===== src/rtl/ws2812_rx.sv =====
// WS2812B-style NRZ receiver/repeater: decodes the first 24 bits of a frame
// into a GRB word, then forwards every later bit downstream like an LED in a chain.
module ws2812_rx #(
    parameter int CLK_SPEED    = 25_000_000,
    parameter int THRESHOLD_NS = 600,
    parameter int GLITCH_NS    = 100,
    parameter int RESET_US     = 50
) (
    input  logic        clk,
    input  logic        reset,
    input  logic        din_i,
    output logic        dout_o,
    output logic [23:0] grb_o,
    output logic        valid_o,
    output logic        frame_end_o
);

    localparam int THR_CYC = CLK_SPEED / 1_000_000 * THRESHOLD_NS / 1000;
    localparam int GLT_CYC = CLK_SPEED / 1_000_000 * GLITCH_NS / 1000;
    localparam int RST_CYC = CLK_SPEED / 1_000_000 * RESET_US;
    localparam int HMAX_CYC = (THR_CYC > GLT_CYC) ? THR_CYC : GLT_CYC;
    localparam int HW = $clog2(HMAX_CYC + 2);
    localparam int LW = $clog2(RST_CYC + 1);

    localparam logic [HW-1:0] H_SAT  = '1;
    localparam logic [HW-1:0] H_THR  = HW'(THR_CYC);
    localparam logic [HW-1:0] H_GLT  = HW'(GLT_CYC);
    localparam logic [LW-1:0] L_RST  = LW'(RST_CYC);
    localparam logic [LW-1:0] L_LAST = LW'(RST_CYC - 1);

    typedef enum logic {CAPTURE, FORWARD} state_t;

    state_t        state, state_n;
    logic          s1, s2, s2_d;
    logic [HW-1:0] hcnt;
    logic [LW-1:0] lcnt;
    logic [4:0]    bitcnt, bitcnt_n;
    logic [22:0]   shreg, shreg_n;
    logic [23:0]   grb_n;
    logic          valid_n, fe_n, dout_n;
    logic          fall, gap_done, bit_val;

    assign fall     = !s2 && s2_d;
    // lcnt is about to reach RST_CYC; saturation keeps this from repeating
    assign gap_done = !s2 && (lcnt == L_LAST);
    assign bit_val  = (hcnt >= H_THR);

    always_ff @(posedge clk) begin
        if (reset) begin
            state <= CAPTURE;
        end else begin
            state <= state_n;
        end
    end

    always_comb begin
        state_n  = state;
        bitcnt_n = bitcnt;
        shreg_n  = shreg;
        grb_n    = grb_o;
        valid_n  = 1'b0;
        fe_n     = 1'b0;
        dout_n   = (state == FORWARD) ? s2 : 1'b0;
        if (gap_done) begin
            fe_n     = 1'b1;
            state_n  = CAPTURE;
            bitcnt_n = '0;
            shreg_n  = '0;
        end else if (state == CAPTURE && fall && hcnt >= H_GLT) begin
            if (bitcnt == 5'd23) begin
                grb_n    = {shreg, bit_val};
                valid_n  = 1'b1;
                state_n  = FORWARD;
                bitcnt_n = '0;
            end else begin
                shreg_n  = {shreg[21:0], bit_val};
                bitcnt_n = bitcnt + 5'd1;
            end
        end
    end

    always_ff @(posedge clk) begin
        if (reset) begin
            s1          <= 1'b0;
            s2          <= 1'b0;
            s2_d        <= 1'b0;
            hcnt        <= '0;
            lcnt        <= '0;
            bitcnt      <= '0;
            shreg       <= '0;
            grb_o       <= '0;
            valid_o     <= 1'b0;
            frame_end_o <= 1'b0;
            dout_o      <= 1'b0;
        end else begin
            s1          <= din_i;
            s2          <= s1;
            s2_d        <= s2;
            hcnt        <= s2 ? ((hcnt == H_SAT) ? hcnt : hcnt + 1'b1) : '0;
            lcnt        <= s2 ? '0 : ((lcnt == L_RST) ? lcnt : lcnt + 1'b1);
            bitcnt      <= bitcnt_n;
            shreg       <= shreg_n;
            grb_o       <= grb_n;
            valid_o     <= valid_n;
            frame_end_o <= fe_n;
            dout_o      <= dout_n;
        end
    end

endmodule


===== config.mk =====
export PLATFORM = sky130hd
export DESIGN_NAME = ws2812_rx
export DESIGN_NICKNAME = d
export VERILOG_FILES = /design/src/rtl/ws2812_rx.sv
export SDC_FILE = /design/constraint.sdc
export NUM_CORES = 1
export LEC_CHECK = 0
export CORE_ASPECT_RATIO = 0.75
export CORE_UTILIZATION = 47
export DETAILED_ROUTE_END_ITERATION = 12
export GPL_ROUTABILITY_DRIVEN = 0
export PLACE_DENSITY = 0.73
export RECOVER_POWER = 50
export SYNTH_ARGS = -nofsm -noshare
export SYNTH_HDL_FRONTEND = slang
export SYNTH_SLANG_ARGS = --single-unit
export TNS_END_PERCENT = 100

===== constraint.sdc =====
create_clock -name clk -period 1.9 [get_ports clk]
set_input_delay 0.57 -clock clk [delete_from_list [all_inputs] [get_ports clk]]
set_output_delay 0.57 -clock clk [all_outputs]
set_load 0.05 [all_outputs]

Word level (Yosys, flattened, before mapping)
Cells that the tools add are included.
{ "word_totals": {"regBits": 75, "inputBits": 3, "out_inout_bits": 27, "wordCells": 42} }
{ "classes": {"n_addsub": 3, "magnitude_cmp": 2, "n_eq_ne": 4, "n_mux": 3, "bitwise_logic": 5, "reduce_logical": 13} }
{ "ops": {"columns": ["op", "count"], "rows": [
  ["11-bit equality test (second input constant)", 2],
  ["11-bit by 1-bit adder with 11-bit output (second input constant)", 1],
  ["5-bit by 1-bit adder with 5-bit output (second input constant)", 2],
  ["5-bit equality test (second input constant)", 2],
  ["2-bit OR reduction", 4],
  ["5-bit by 2-bit greater-or-equal comparator with 1-bit output (second input constant)", 1],
  ["5-bit by 4-bit greater-or-equal comparator with 1-bit output (second input constant)", 1],
  ["5-bit two-way mux", 1],
  ["1-bit inverter", 5],
  ["1-bit logical AND", 4],
  ["2-bit AND reduction", 2],
  ["3-bit AND reduction", 1],
  ["3-bit OR reduction", 1],
  ["1-bit two-way mux", 2],
  ["1-bit zero test", 1]
]} }

Longest topological paths before layout
Gate-level depths: netlist of run 1.
{ "logic_depth": {"depth_word": 6, "ltp_mapped": 8, "depth_no_buf": 6} }

Worst setup path before layout of run 1
Ideal clock, no wire load.
{ "synth_path": {"path_kind": "flip-flop to flip-flop", "start": "register hcnt[0]", "end": "register shreg[10]", "setup_time_ns": 0.121, "t_arrival_ns": 1.883, "required_time_ns": 1.779, "slack_ns": -0.104, "path_stages_with_launch": 9, "n_path_buf": 2, "period_less_slack_ns": 2.004, "cell_sequence": "dfxtp_1 > inv_1 > ha_1 > or4_4 > buf_6 > o211ai_4 > buf_12 > mux2i_1 > nor2_2"} }
{ "synth_via": {"elab_chain_cells": 3} }
{ "synth_rtl": {"columns": ["item", "line", "rtl"], "rows": [
  ["from (decl)", "35", "logic [HW-1:0] hcnt;"],
  ["from (signal assigned)", "99", "hcnt <= s2 ? ((hcnt == H_SAT) ? hcnt : hcnt + 1'b1) : '0;"],
  ["5-bit by 2-bit greater-or-equal comparator with 1-bit output", "69", "end else if (state == CAPTURE && fall && hcnt >= H_GLT) begin"],
  ["1-bit logical AND", "69", null],
  ["2-bit AND reduction (no line)", null, null],
  ["to (signal assigned)", "102", "shreg <= shreg_n;"],
  ["to (decl)", "38", "logic [22:0] shreg, shreg_n;"]
]} }
Every way passes these cells.
A chain may end at the register's enable or synchronous reset.

Worst setup path in the final report of run 1
{ "layout_path": {"start": "register hcnt[0]", "end": "register shreg[18]"} }
Same word-level chain as after synthesis.

==> results of run 1 <==
cell type report:
type | count | area (sq um) | area share
flip-flops and latches | 75 | 1503 | 0.4151
multi-input cells | 221 | 1453 | 0.4013
repair buffers | 47 | 331.6 | 0.09160
clock buffers | 11 | 151.4 | 0.04183
well taps | 81 | 101.3 | 0.02800
clock inverters | 5 | 57.56 | 0.01590
inverters | 6 | 22.52 | 0.006222
layout by cell type, fill, tap and decap left out, drive strengths merged, types with 4 or more instances in the layout:
master  count
dfxtp      75
nand2b      4
nand2       6
nor2       49
clkbuf     40
buf        16
nand3      28
a21oi      30
inv         8
and3        4
o21ai      26
ha          8
mux2i      23
xor2       11
metrics by stage:
stage / setup TNS [ps] / std cells / area, sq um / hold slack (ps)
3_3_place_gp: 0 / 429 / 3467 / 429.6
6_report: 0 / 446 / 3620 / 438.5
4_1_cts: 0 / 445 / 3676 / 442.3
3_5_place_dp: 0 / 429 / 3467 / 425.1
2_1_floorplan: -1074 / 321 / 3083 / 413.8
5_1_grt: -2.703 / 446 / 3620 / 462.9
Yosys cell counts, types with 3 or more instances:
| library cell | instances | area share |
|---|---|---|
| nor2_2 | 19 | 0.039 |
| ha_1 | 8 | 0.033 |
| buf_2 | 3 | 0.0049 |
| o21ai_0 | 19 | 0.031 |
| a21oi_1 | 29 | 0.047 |
| clkbuf_1 | 11 | 0.013 |
| nor2b_1 | 3 | 0.0061 |
| nand4_1 | 3 | 0.0061 |
| mux2i_1 | 23 | 0.075 |
| nor2_1 | 30 | 0.037 |
| nand2_1 | 6 | 0.0073 |
| o21ai_1 | 7 | 0.011 |
| nand3_1 | 28 | 0.046 |
| xor2_1 | 11 | 0.031 |
| and2_1 | 3 | 0.0061 |
| dfxtp_1 | 75 | 0.49 |
| nand2b_1 | 4 | 0.0081 |
| and3_1 | 4 | 0.0081 |
| inv_1 | 6 | 0.0073 |
registers in the layout, summed over array words and instances, names as in the netlist:
signal and flops:
dout_o 1, s2_d 1, hcnt 5, s1 1, state 1, lcnt 11, bitcnt 5, s2 1
frame_end_o 1, valid_o 1, shreg 23, grb_o 24
worst paths after layout:
| check | start | endpoint | slack (ps) | cells after the start |
|---|---|---|---|---|
| max | hcnt[0] | shreg[18] | 60 | 7 |
| max reg2reg | hcnt[0] | shreg[18] | 60 | 7 |
| min reg2reg | s1 | s2 | 440 | 1 |
| min | s1 | s2 | 440 | 1 |
cells by family (layout without fill, tap and decap cells):
| family | after synthesis | after routing | share of synthesized area |
|---|---|---|---|
| fa+ha+maj | 8 | 8 | 0.03251 |
| buf+inv | 25 | 69 | 0.04551 |
| simple gates | 113 | 113 | 0.1999 |
| xor+xnor | 13 | 13 | 0.03698 |
| compound gates | 64 | 64 | 0.1227 |
| flops | 75 | 75 | 0.4876 |
| mux | 23 | 23 | 0.07477 |
critical path: cells and delay by family, from the launching register on:
family          cells  cell delay, ps
mux                 1             230
flops               1             330
buf+inv             2             230
simple gates        2             520
compound gates      1             250
fa+ha+maj           1             160
routing by layer:
metal	track usage	vias to the layer above
met5	0	-
met4	0.07463	0
met3	0.06080	11
met2	0.2873	34
met1	0.2493	1075
li1	-	1188
report_power, final:
part | switching (W) | internal, W
Sequential | 0.00000767 | 0.00158
Combinational | 0.0000449 | 0.0000292
Clock | 0.000585 | 0.000683
==> out/qor.yml, run 1 <==
outcome:
  outcome: "finished clean"
pwr:
  p_leak_nw: 1.513
  vdd_drop_max_mv: 0.3315
  p_per_area_nw_per_um2: 809.0
  p_total_w: 0.002928
sta:
  final.min_clock_period_ps: 1839
  slew_viol_final: 0
  rsz0062_at_grt: "true"
  layout_worst_path_cycle_share: 0.9677
  final_hold_viol_count: 0
  setup_ws_ps: 61.43
  fin_skew_ps: 10.91
  slew_headroom: 0.6030
  worst_pin_slew_ps: 598.1
  setup_viol: 0
  timing.fmax_mhz: 543.9
logic_synthesis:
  synth_nets: 332
  synth-edff-count: 0
  ys_warn_count: 0
  avgSynthCellArea_sq_um: 9.593
  synth_area_sq_um: 3079
  ys_ff_latch: 75
  synthDistinctLibCells: 40
  syn_inst: 321
  synthArstFlopShare: 0
  synthFlopType: "dfxtp_1"
  ys_seq_area_frac: 0.4876
setup_path:
  worstSetupStartpointType: "register"
  slowest_delay_ps: 470
  crit_arrival_ps: 2090
  crit_type: "register to register"
  endpoint_kind: "register"
  slowest_stage: "or4_4"
  required_ps: 2150
  crit_chain: "inv_2 > ha_2 > or4_4 > o211ai_4 > buf_12 > mux2i_1 > nor2_2"
  cp_max_fo: 13
cells_and_area:
  syn2layout_area_growth_pct: 17.55
  drive_gt1_frac: 0.2027
  fillCellCount: 590
  antenna_cells: 0
  utilization: 0.5729
  finalNetCount: 371
floorplan:
  dieWidth_um: 95.46
  num_io_pins: 30
  fp.dieArea_sq_um: 6882
  start_util: 0.4873
  rows: 25
  core_area_sq_um: 6319
  fp.dieH_um: 72.10
global_routing:
  grt_pass1_vias: 2101
  grt_max_degree: 26
  antenna_found_initial: 0
  grt_overflow_total: 0
  grt_usage: 0.1889
  grt_pass1_wl_um: 10020
detailed_routing:
  drc: 0
  dr_wl_met3_um: 222
  drt_wl_total_um: 5889
  vias: 2308
  dr_wl_met2_um: 2554
  dr.pass1.iters: 4
  topRoutingLayerUsed: "met4"
  ant_nets: 0
  viasPerCell: 5.175
  drt_iter0_markers: 105
  drt-wirelength-per-cell_um: 13.20
  met1_length_um: 3012
clock_network:
  clock_path_buffers: 2
  cts_tree: "yes"
  cts_setup_buffers: 0
  clk_pin_slew_ps: 80
  cts.root.buffer_cell: "clkbuf_8"
  numCtsBuffers: 9
  htreeDepth: 3
  clkLatencyLatePin_ps: 350
  cts_resized: 0
  cts-hold-fix-buffers: 0
  clock_sinks: 75
job:
  drv_cap: 0
place:
  numPortBuffers: 29
  dp_hpwl_um: 3927
  preCtsSetupSlack_ps: 43.75
min_path:
  hp-class: "register to register"
Power figures use the tool's default switching activity.
==> inputs of run 2 (changes only) <==
--- a/config.mk
+++ b/config.mk
@@ -9,9 +9,8 @@
 export CORE_UTILIZATION = 47
 export DETAILED_ROUTE_END_ITERATION = 12
 export GPL_ROUTABILITY_DRIVEN = 0
-export PLACE_DENSITY = 0.73
+export PLACE_DENSITY = 0.71
 export RECOVER_POWER = 50
 export SYNTH_ARGS = -nofsm -noshare
 export SYNTH_HDL_FRONTEND = slang
 export SYNTH_SLANG_ARGS = --single-unit
-export TNS_END_PERCENT = 100
==> constraint.sdc (replaced) <==
create_clock -name clk -period 2.4 [get_ports clk]
set_input_delay 0.72 -clock clk [delete_from_list [all_inputs] [get_ports clk]]
set_output_delay 0.72 -clock clk [all_outputs]
set_load 0.05 [all_outputs]
==> run 2 against run 1 <==
Net effect:
- design area rose by 1.1%
- first-iteration DRC count fell by 4.8%
- largest power group unchanged
- largest cell class unchanged
- highest routed layer unchanged
- global-route usage rose by 1.3 points
- clock skew fell by 2.2 ps
- setup slack improved by 94 ps
- routed wire length rose by 6.8%
==> out/qor.yml, run 2 (synthesis results as in run 1) <==
outcome:
  outcome: "finished clean"
job:
  drv_cap: 0
setup_path:
  reg2regPathDepth: 6
  endpoint_kind: "output port"
  worst-path-buf-inv: 1
  required_ps: 1680
  slowest_stage: "clkdlybuf4s50_1"
  crit_type: "register to output port"
  crit_arrival_ps: 1520
  crit_cells: 1
  cp_max_fo: 2
  worstSetupStartpointType: "register"
  cp_top_family: "buffers and inverters"
  crit_chain: "clkdlybuf4s50_1"
  slowest_delay_ps: 810
sta:
  tns_ps: 0
  worst_pin_slew_ps: 639.2
  timing.fmax_mhz: 445.5
  layout_worst_path_cycle_share: 0.9352
  setup_viol: 0
  slew_viol_final: 0
  rsz0062_at_grt: "false"
  final.min_clock_period_ps: 2244
  setup_ws_ps: 155.5
  final_hold_viol_count: 0
  fin_skew_ps: 8.716
  slew_headroom: 0.5693
min_path:
  hp-class: "register to register"
  hold_depth: 1
cells_and_area:
  finalNetCount: 360
  syn2layout_area_growth_pct: 18.89
  layout_common_cells: "dfxtp_1, nor2_1, a21oi_1"
  drive_gt1_frac: 0.1328
  largest_reg_flops: 24
  regMostFlops: "grb_o"
  antenna_cells: 0
  layout_commonest_cell: "dfxtp_1"
  fin_area_sq_um: 3661
  reg.largest.list: "grb_o: 24 flops, shreg: 23 flops, lcnt: 11 flops"
pwr:
  internal_power_w: 0.001989
  power_frac_seq: 0.503
  clkPwrFrac: 0.476
  p_leak_nw: 1.467
  vdd_drop_max_mv: 0.3837
  p_per_area_nw_per_um2: 682.4
  power_frac_comb: 0.021
  power_switching_share: 0.2039
  switching_power_w: 0.0005094
detailed_routing:
  ant_nets: 0
  vias: 2304
  drt_wl_total_um: 6287
  dr.pass1.iters: 4
  drt_iter0_markers: 100
  drc: 0
  drt-wirelength-per-cell_um: 14.45
  viasPerCell: 5.297
clock_network:
  cts.root.buffer_cell: "clkbuf_8"
  clock_path_buffers: 2
  clkLatencyLatePin_ps: 340
  cts_tree: "yes"
  numCtsBuffers: 9
  clock_sinks: 75
  clk_pin_slew_ps: 80
  htreeDepth: 3
  cts_setup_buffers: 0
floorplan:
  fp.dieH_um: 72.10
  num_io_pins: 30
  dieWidth_um: 95.46
  start_util: 0.4873
  fp.dieArea_sq_um: 6882
  core_area_sq_um: 6319
  rows: 25
place:
  postPlaceCellArea_sq_um: 3431
  preCtsSetupSlack_ps: 192.0
  dp_hpwl_um: 3837
  numPortBuffers: 29
global_routing:
  grt_overflow_total: 0
  grt_pass1_vias: 2251
  grt_pass1_wl_um: 10690
  grt_usage: 0.2016
  grt_max_degree: 26
  antenna_found_initial: 0
## run 2: cell count changes in the layout (fill, tap and decap cells not counted), sizes merged
cell / before / now
clkinv: 2 / 3
clkdlybuf4s50: 1 / 28
bufinv: 1 / 3
clkbuf: 40 / 11
inv: 8 / 6
buf: 16 / 6
## run 2: final timing paths
check             startpoint         to  slack, ps
hold / removal            s1         s2        440
setup reg to reg     hcnt[0]  bitcnt[1]        240
hold reg to reg           s1         s2        440
setup / recovery   grb_o[10]  grb_o[10]        160
## run 2: final cells by class
cell class,instances,area (sq um)
clock buffer,10,137.6
fill,587,2658
multi-input combinational,221,1420
tap,81,101.3
inverter,6,22.52
sequential,75,1501
timing repair buffer,36,365.4
clock inverter,6,112.6
## run 2: power groups by stage
stage	Clock (W)	Combinational (W)	Sequential [W]
2_1_floorplan	0	0.0000367	0.00128
3_3_place_gp	0	0.0000511	0.00129
3_5_place_dp	0	0.0000520	0.00129
4_1_cts	0.00121	0.0000522	0.00126
5_1_grt	0.00127	0.0000575	0.00126
6_report	0.00119	0.0000513	0.00126
## run 2: metrics by stage
step	utilization	total power [W]	std cells	hold WS [ps]
6_report	0.5794	0.002498	435	440.7
5_1_grt	0.5794	0.002587	435	481.4
4_1_cts	0.5826	0.002524	435	440.9
3_5_place_dp	0.5430	0.001339	419	433.5
3_3_place_gp	0.5430	0.001338	419	418.6
2_1_floorplan	-	0.001321	321	413.8
## run 2: what timing repair did
item                                    CTS  global route
resized for setup                         0             1
hold buffers                              0             0
endpoints found under the setup margin    0             1
## run 2: layer usage
layer  vias to the layer above  share of wire  GRT usage
met5                         -              0          0
met4                         0         0.0086    0.04643
li1                       1167              -          -
met1                      1094           0.50     0.2676
met2                        36           0.45     0.3167
met3                         7          0.037    0.07023
==> inputs of run 3 (changes only) <==
--- a/config.mk
+++ b/config.mk
@@ -11,6 +11,7 @@
 export GPL_ROUTABILITY_DRIVEN = 0
 export PLACE_DENSITY = 0.71
 export RECOVER_POWER = 50
+export SLEW_MARGIN = 15
 export SYNTH_ARGS = -nofsm -noshare
 export SYNTH_HDL_FRONTEND = slang
 export SYNTH_SLANG_ARGS = --single-unit
==> constraint.sdc (replaced) <==
create_clock -name clk -period 2.86 [get_ports clk]
set_input_delay 0.858 -clock clk [delete_from_list [all_inputs] [get_ports clk]]
set_output_delay 0.858 -clock clk [all_outputs]
set_load 0.05 [all_outputs]
==> run 3 against run 2 <==
Net effect:
- critical path depth unchanged
- critical endpoint is now grb_o[0]
- highest routed layer unchanged
- critical path type unchanged
- cell count fell by 0.46%
- largest power group unchanged
- non-clock buffer count decreased by 2
- combinational power shrank 23%
==> out/qor.yml, run 3 (synthesis results as in run 1) <==
outcome:
  outcome: "finished clean"
pwr:
  power_switching_share: 0.2106
  power_frac_comb: 0.021
  power_frac_seq: 0.552
  switching_power_w: 0.0004032
  internal_power_w: 0.001512
  vdd_drop_max_mv: 0.2985
  p_leak_nw: 1.447
  p_per_area_nw_per_um2: 535.1
  clkPwrFrac: 0.428
detailed_routing:
  drc: 0
  viasPerCell: 5.286
  ant_nets: 0
  drt_iter0_markers: 92
  vias: 2289
  drt-wirelength-per-cell_um: 13.79
  drt_wl_total_um: 5969
  dr.pass1.iters: 4
clock_network:
  cts-hold-fix-buffers: 0
  cts_setup_buffers: 0
  clock_sinks: 75
  cts_resized: 0
  htreeDepth: 3
  clock_path_buffers: 2
  cts.root.buffer_cell: "clkbuf_8"
  clkLatencyLatePin_ps: 340
  numCtsBuffers: 9
  cts_tree: "yes"
  clk_pin_slew_ps: 70
sta:
  fin_skew_ps: 7.521
  final.min_clock_period_ps: 2384
  timing.fmax_mhz: 419.5
  rsz0062_at_grt: "false"
  worst_pin_slew_ps: 765.2
  slew_headroom: 0.4899
  layout_worst_path_cycle_share: 0.8335
  tns_ps: 0
  final_hold_viol_count: 0
  slew_viol_final: 0
  setup_viol: 0
floorplan:
  fp.dieArea_sq_um: 6882
  rows: 25
  dieWidth_um: 95.46
  num_io_pins: 30
  fp.dieH_um: 72.10
  core_area_sq_um: 6319
  start_util: 0.4873
setup_path:
  crit_chain: "clkdlybuf4s50_1"
  r2r_slack_ps: 550
  regToRegStartpoint: "lcnt[0]"
  crit_arrival_ps: 1530
  cp_max_fo: 2
  crit_type: "register to output port"
  cp_top_family: "buffers and inverters"
  worstSetupStartpointType: "register"
  required_ps: 2000
  slowest_delay_ps: 820
  worst-path-buf-inv: 1
  endpoint_kind: "output port"
  startpoint: "grb_o[0]"
  slowest_stage: "clkdlybuf4s50_1"
cells_and_area:
  syn2layout_area_growth_pct: 16.21
  largest_reg_flops: 24
  utilization: 0.5663
  layout_commonest_cell: "dfxtp_1"
  fin_area_sq_um: 3578
  fillCellCount: 597
  reg.largest.list: "grb_o: 24 flops, shreg: 23 flops, lcnt: 11 flops"
  regMostFlops: "grb_o"
  layout_common_cells: "dfxtp_1, nor2_1, a21oi_1"
  antenna_cells: 0
  finalNetCount: 358
  drive_gt1_frac: 0.1136
place:
  dp_hpwl_um: 3744
  numPortBuffers: 29
  postPlaceCellArea_sq_um: 3403
job:
  drv_cap: 0
global_routing:
  grt_max_degree: 30
  grt_overflow_total: 0
  grt_pass1_wl_um: 10230
  antenna_found_initial: 0
  grt_usage: 0.1941
  grt_pass1_vias: 2161
min_path:
  hp-class: "register to register"
  hold_start: "s1"
## run 3: cell types whose count changed in the layout (fill, tap and decap cells not counted), sizes merged
cell    change
bufinv      -2
buf         -2
clkbuf      +2
## run 3: final cells by class
type / count / area [sq um] / share of cell area
Sequential cell: 75 / 1501 / 0.4196
Tap cell: 81 / 101.3 / 0.02832
Clock inverter: 4 / 48.80 / 0.01364
Multi-Input combinational cell: 221 / 1424 / 0.3979
Inverter: 6 / 22.52 / 0.006294
Timing Repair Buffer: 34 / 325.3 / 0.09091
Clock buffer: 12 / 155.1 / 0.04336
## run 3: final timing paths
check         endpoint  depth (start not counted)
min reg2reg         s2                          1
max           grb_o[0]                          1
max reg2reg  shreg[17]                          6
min                 s2                          1
## run 3: metrics by stage
stage	hold slack, ps	total power [W]	worst slack (ps)	cells
floorplan	413.8	0.001109	855.7	321
finish	434.6	0.001915	476.1	433
detailed placement	439.0	0.001123	572.1	417
global route	462.2	0.001984	248.3	433
global placement	417.0	0.001121	579.6	417
CTS	437.4	0.001945	460.2	433
## run 3: power groups by stage
stage	sequential, W	combinational [W]	clock [W]
after global placement	0.00108	0.0000414	0
after global routing	0.00106	0.0000435	0.000883
final	0.00106	0.0000396	0.000819
after detailed placement	0.00108	0.0000429	0
after CTS	0.00106	0.0000446	0.000844
after floorplan	0.00108	0.0000308	0
## run 3: layer usage
| layer | GRT usage | share of wire | vias to the layer above |
|---|---|---|---|
| li1 | - | - | 1171 |
| met1 | 0.2487 | 0.50 | 1074 |
| met2 | 0.3087 | 0.44 | 36 |
| met3 | 0.06709 | 0.043 | 8 |
| met4 | 0.05970 | 0.011 | 0 |
| met5 | 0 | 0 | - |
==> RTL edit, RTL diff (settings of run 3) <==
The parameter `GLITCH_NS` goes from 100 to 150.
--- a/src/rtl/ws2812_rx.sv
+++ b/src/rtl/ws2812_rx.sv
@@ -3,7 +3,7 @@
 module ws2812_rx #(
     parameter int CLK_SPEED    = 25_000_000,
     parameter int THRESHOLD_NS = 600,
-    parameter int GLITCH_NS    = 100,
+    parameter int GLITCH_NS    = 150,
     parameter int RESET_US     = 50
 ) (
     input  logic        clk,
Check against the original RTL: same outputs for any inputs over 10 cycles, from zero or initial values and one cycle with reset high; that may be too few to reach the edited logic, so the function may still have changed.
==> RTL edit against run 3 <==
  * Total power grew 9.2%
  * Via count grew 5.5%
  * Routed wire length grew 0.90%
  * Non-clock buffer count grew 1
  * Final area grew 1.1%
  * Largest power group unchanged
  * Sequential cell count is the same
  * Critical path depth is the same
  * Synthesized area shrank 0.69%
  * Count of clock-buffer cells in the layout shrank 3
  * Setup slack lost 5.1 ps
  * Fmax shrank 0.21%
  * Global-route usage grew 0.93 points
  * Hold slack gained 8.7 ps
==> RTL edit: results (changes against run 3) <==
Drt
  – Vias: 2414 (+5.5%)
  – Initial drt markers: 105 (+14%)
  – Met3 wire len: 275 um (+7.8%)
  – Met1 Wirelength: 3080 um (+2.8%)
  – Met2 routed WL: 2570 um (-3.4%)
  – Routed WL per cell: 13.2 um (-4.2%)

Final layout
  – Layout fillers: 595 (-0.34%)
  – Nets: 380 (+6.1%)
  – Fraction of layout cells with a size suffix above 1: 8.00% (-3.4 points)
  – Top Registers: grb_o: 24 flops, shreg: 23 flops, lcnt: 11 flops

Critical path
  – Worst setup path end: grb_o[10]
  – CP Launch Point: grb_o[10]
  – R2R Setup Slk: 630 ps (+80 ps)
  – Critical R2R Launch: lcnt[1]
  – FF-to-FF End: shreg[0]
  – Worst Reg-to-Reg Cells: 8 (+2)

Global route
  – Met1 GRT Util: 26.6% (+1.7 points)
  – Largest net degree at the start of global routing: 31 (+3.3%)
  – Grt met2 use: 31.0% (+0.16 points)
  – Vias in the first global route: 2279 (+5.5%)
  – Met3 usage: 6.37% (-0.34 points)
  – GRT Total Usage: 20.3% (+0.93 points)
  – First-pass GRT wire length: 10600 um (+3.3%)

Pwr
  – Clock Power Share: 47.7% (+4.9 points)
  – Maximum VDD drop: 0.000239 V (-20%)
  – Combinational share of power: 1.8% (-0.3 points)
  – Psw: 0.000443 W (+10%)

Yosys
  – Yosys cell types: 43 (+7.5%)
  – Net Count, Synth: 353 (+6.3%)
  – Most frequent cells after synthesis: dfxtp_1, a21oi_1, nand2_1, nand3_1, nor2_1
  – Post-synthesis sequential area ratio: 49.1% (+0.34 points)
  – Synth top area cells: dfxtp_1, a21oi_1, nand2_1, nand3_1, o21ai_1

Clock network
  – Total CTS buffers: 9 (unchanged)
  – Worst-Skew Late Latency: 360 ps (+20 ps)

Timing
  – Least-Margin Pin Slew: 875 ps (+110 ps)
  – Worst Hold Slack: 443 ps (+8.68 ps)

Outcome
  – Run status: finished, final reports clean

Placement
  – Hpwl dp: 3820 um (+1.9%)
## RTL edit: per-stage QoR
stage          power [W]  area [um2]  cells  worst slack (ps)
2_1_floorplan    0.00111        3060    343              1210
3_3_place_gp     0.00112        3380    440               584
3_5_place_dp     0.00112        3380    440               555
4_1_cts          0.00212        3630    456               442
5_1_grt          0.00216        3620    456               349
6_report         0.00209        3620    456               471
## RTL edit: cell families (layout without fill, tap and decap cells)
logic type	after synthesis	count (layout)	synth area share, %
adder cells (fa/ha/maj)	7	7	2.86
AND/OR/NAND/NOR	135	135	22.5
buffers and inverters	24	56	4.42
XOR/XNOR	12	12	3.44
AO/OA/AOI/OAI	88	88	17.0
flip-flops	75	75	49.1
multiplexers	2	2	0.655
## RTL edit: final cells by class
cell class / count / area share [%]
inverter: 5 / 0.519
sequential: 75 / 41.5
clock inverter: 7 / 3.46
timing repair buffer: 35 / 9.02
multi-input combinational: 244 / 39.3
clock buffer: 9 / 3.42
tap: 81 / 2.80
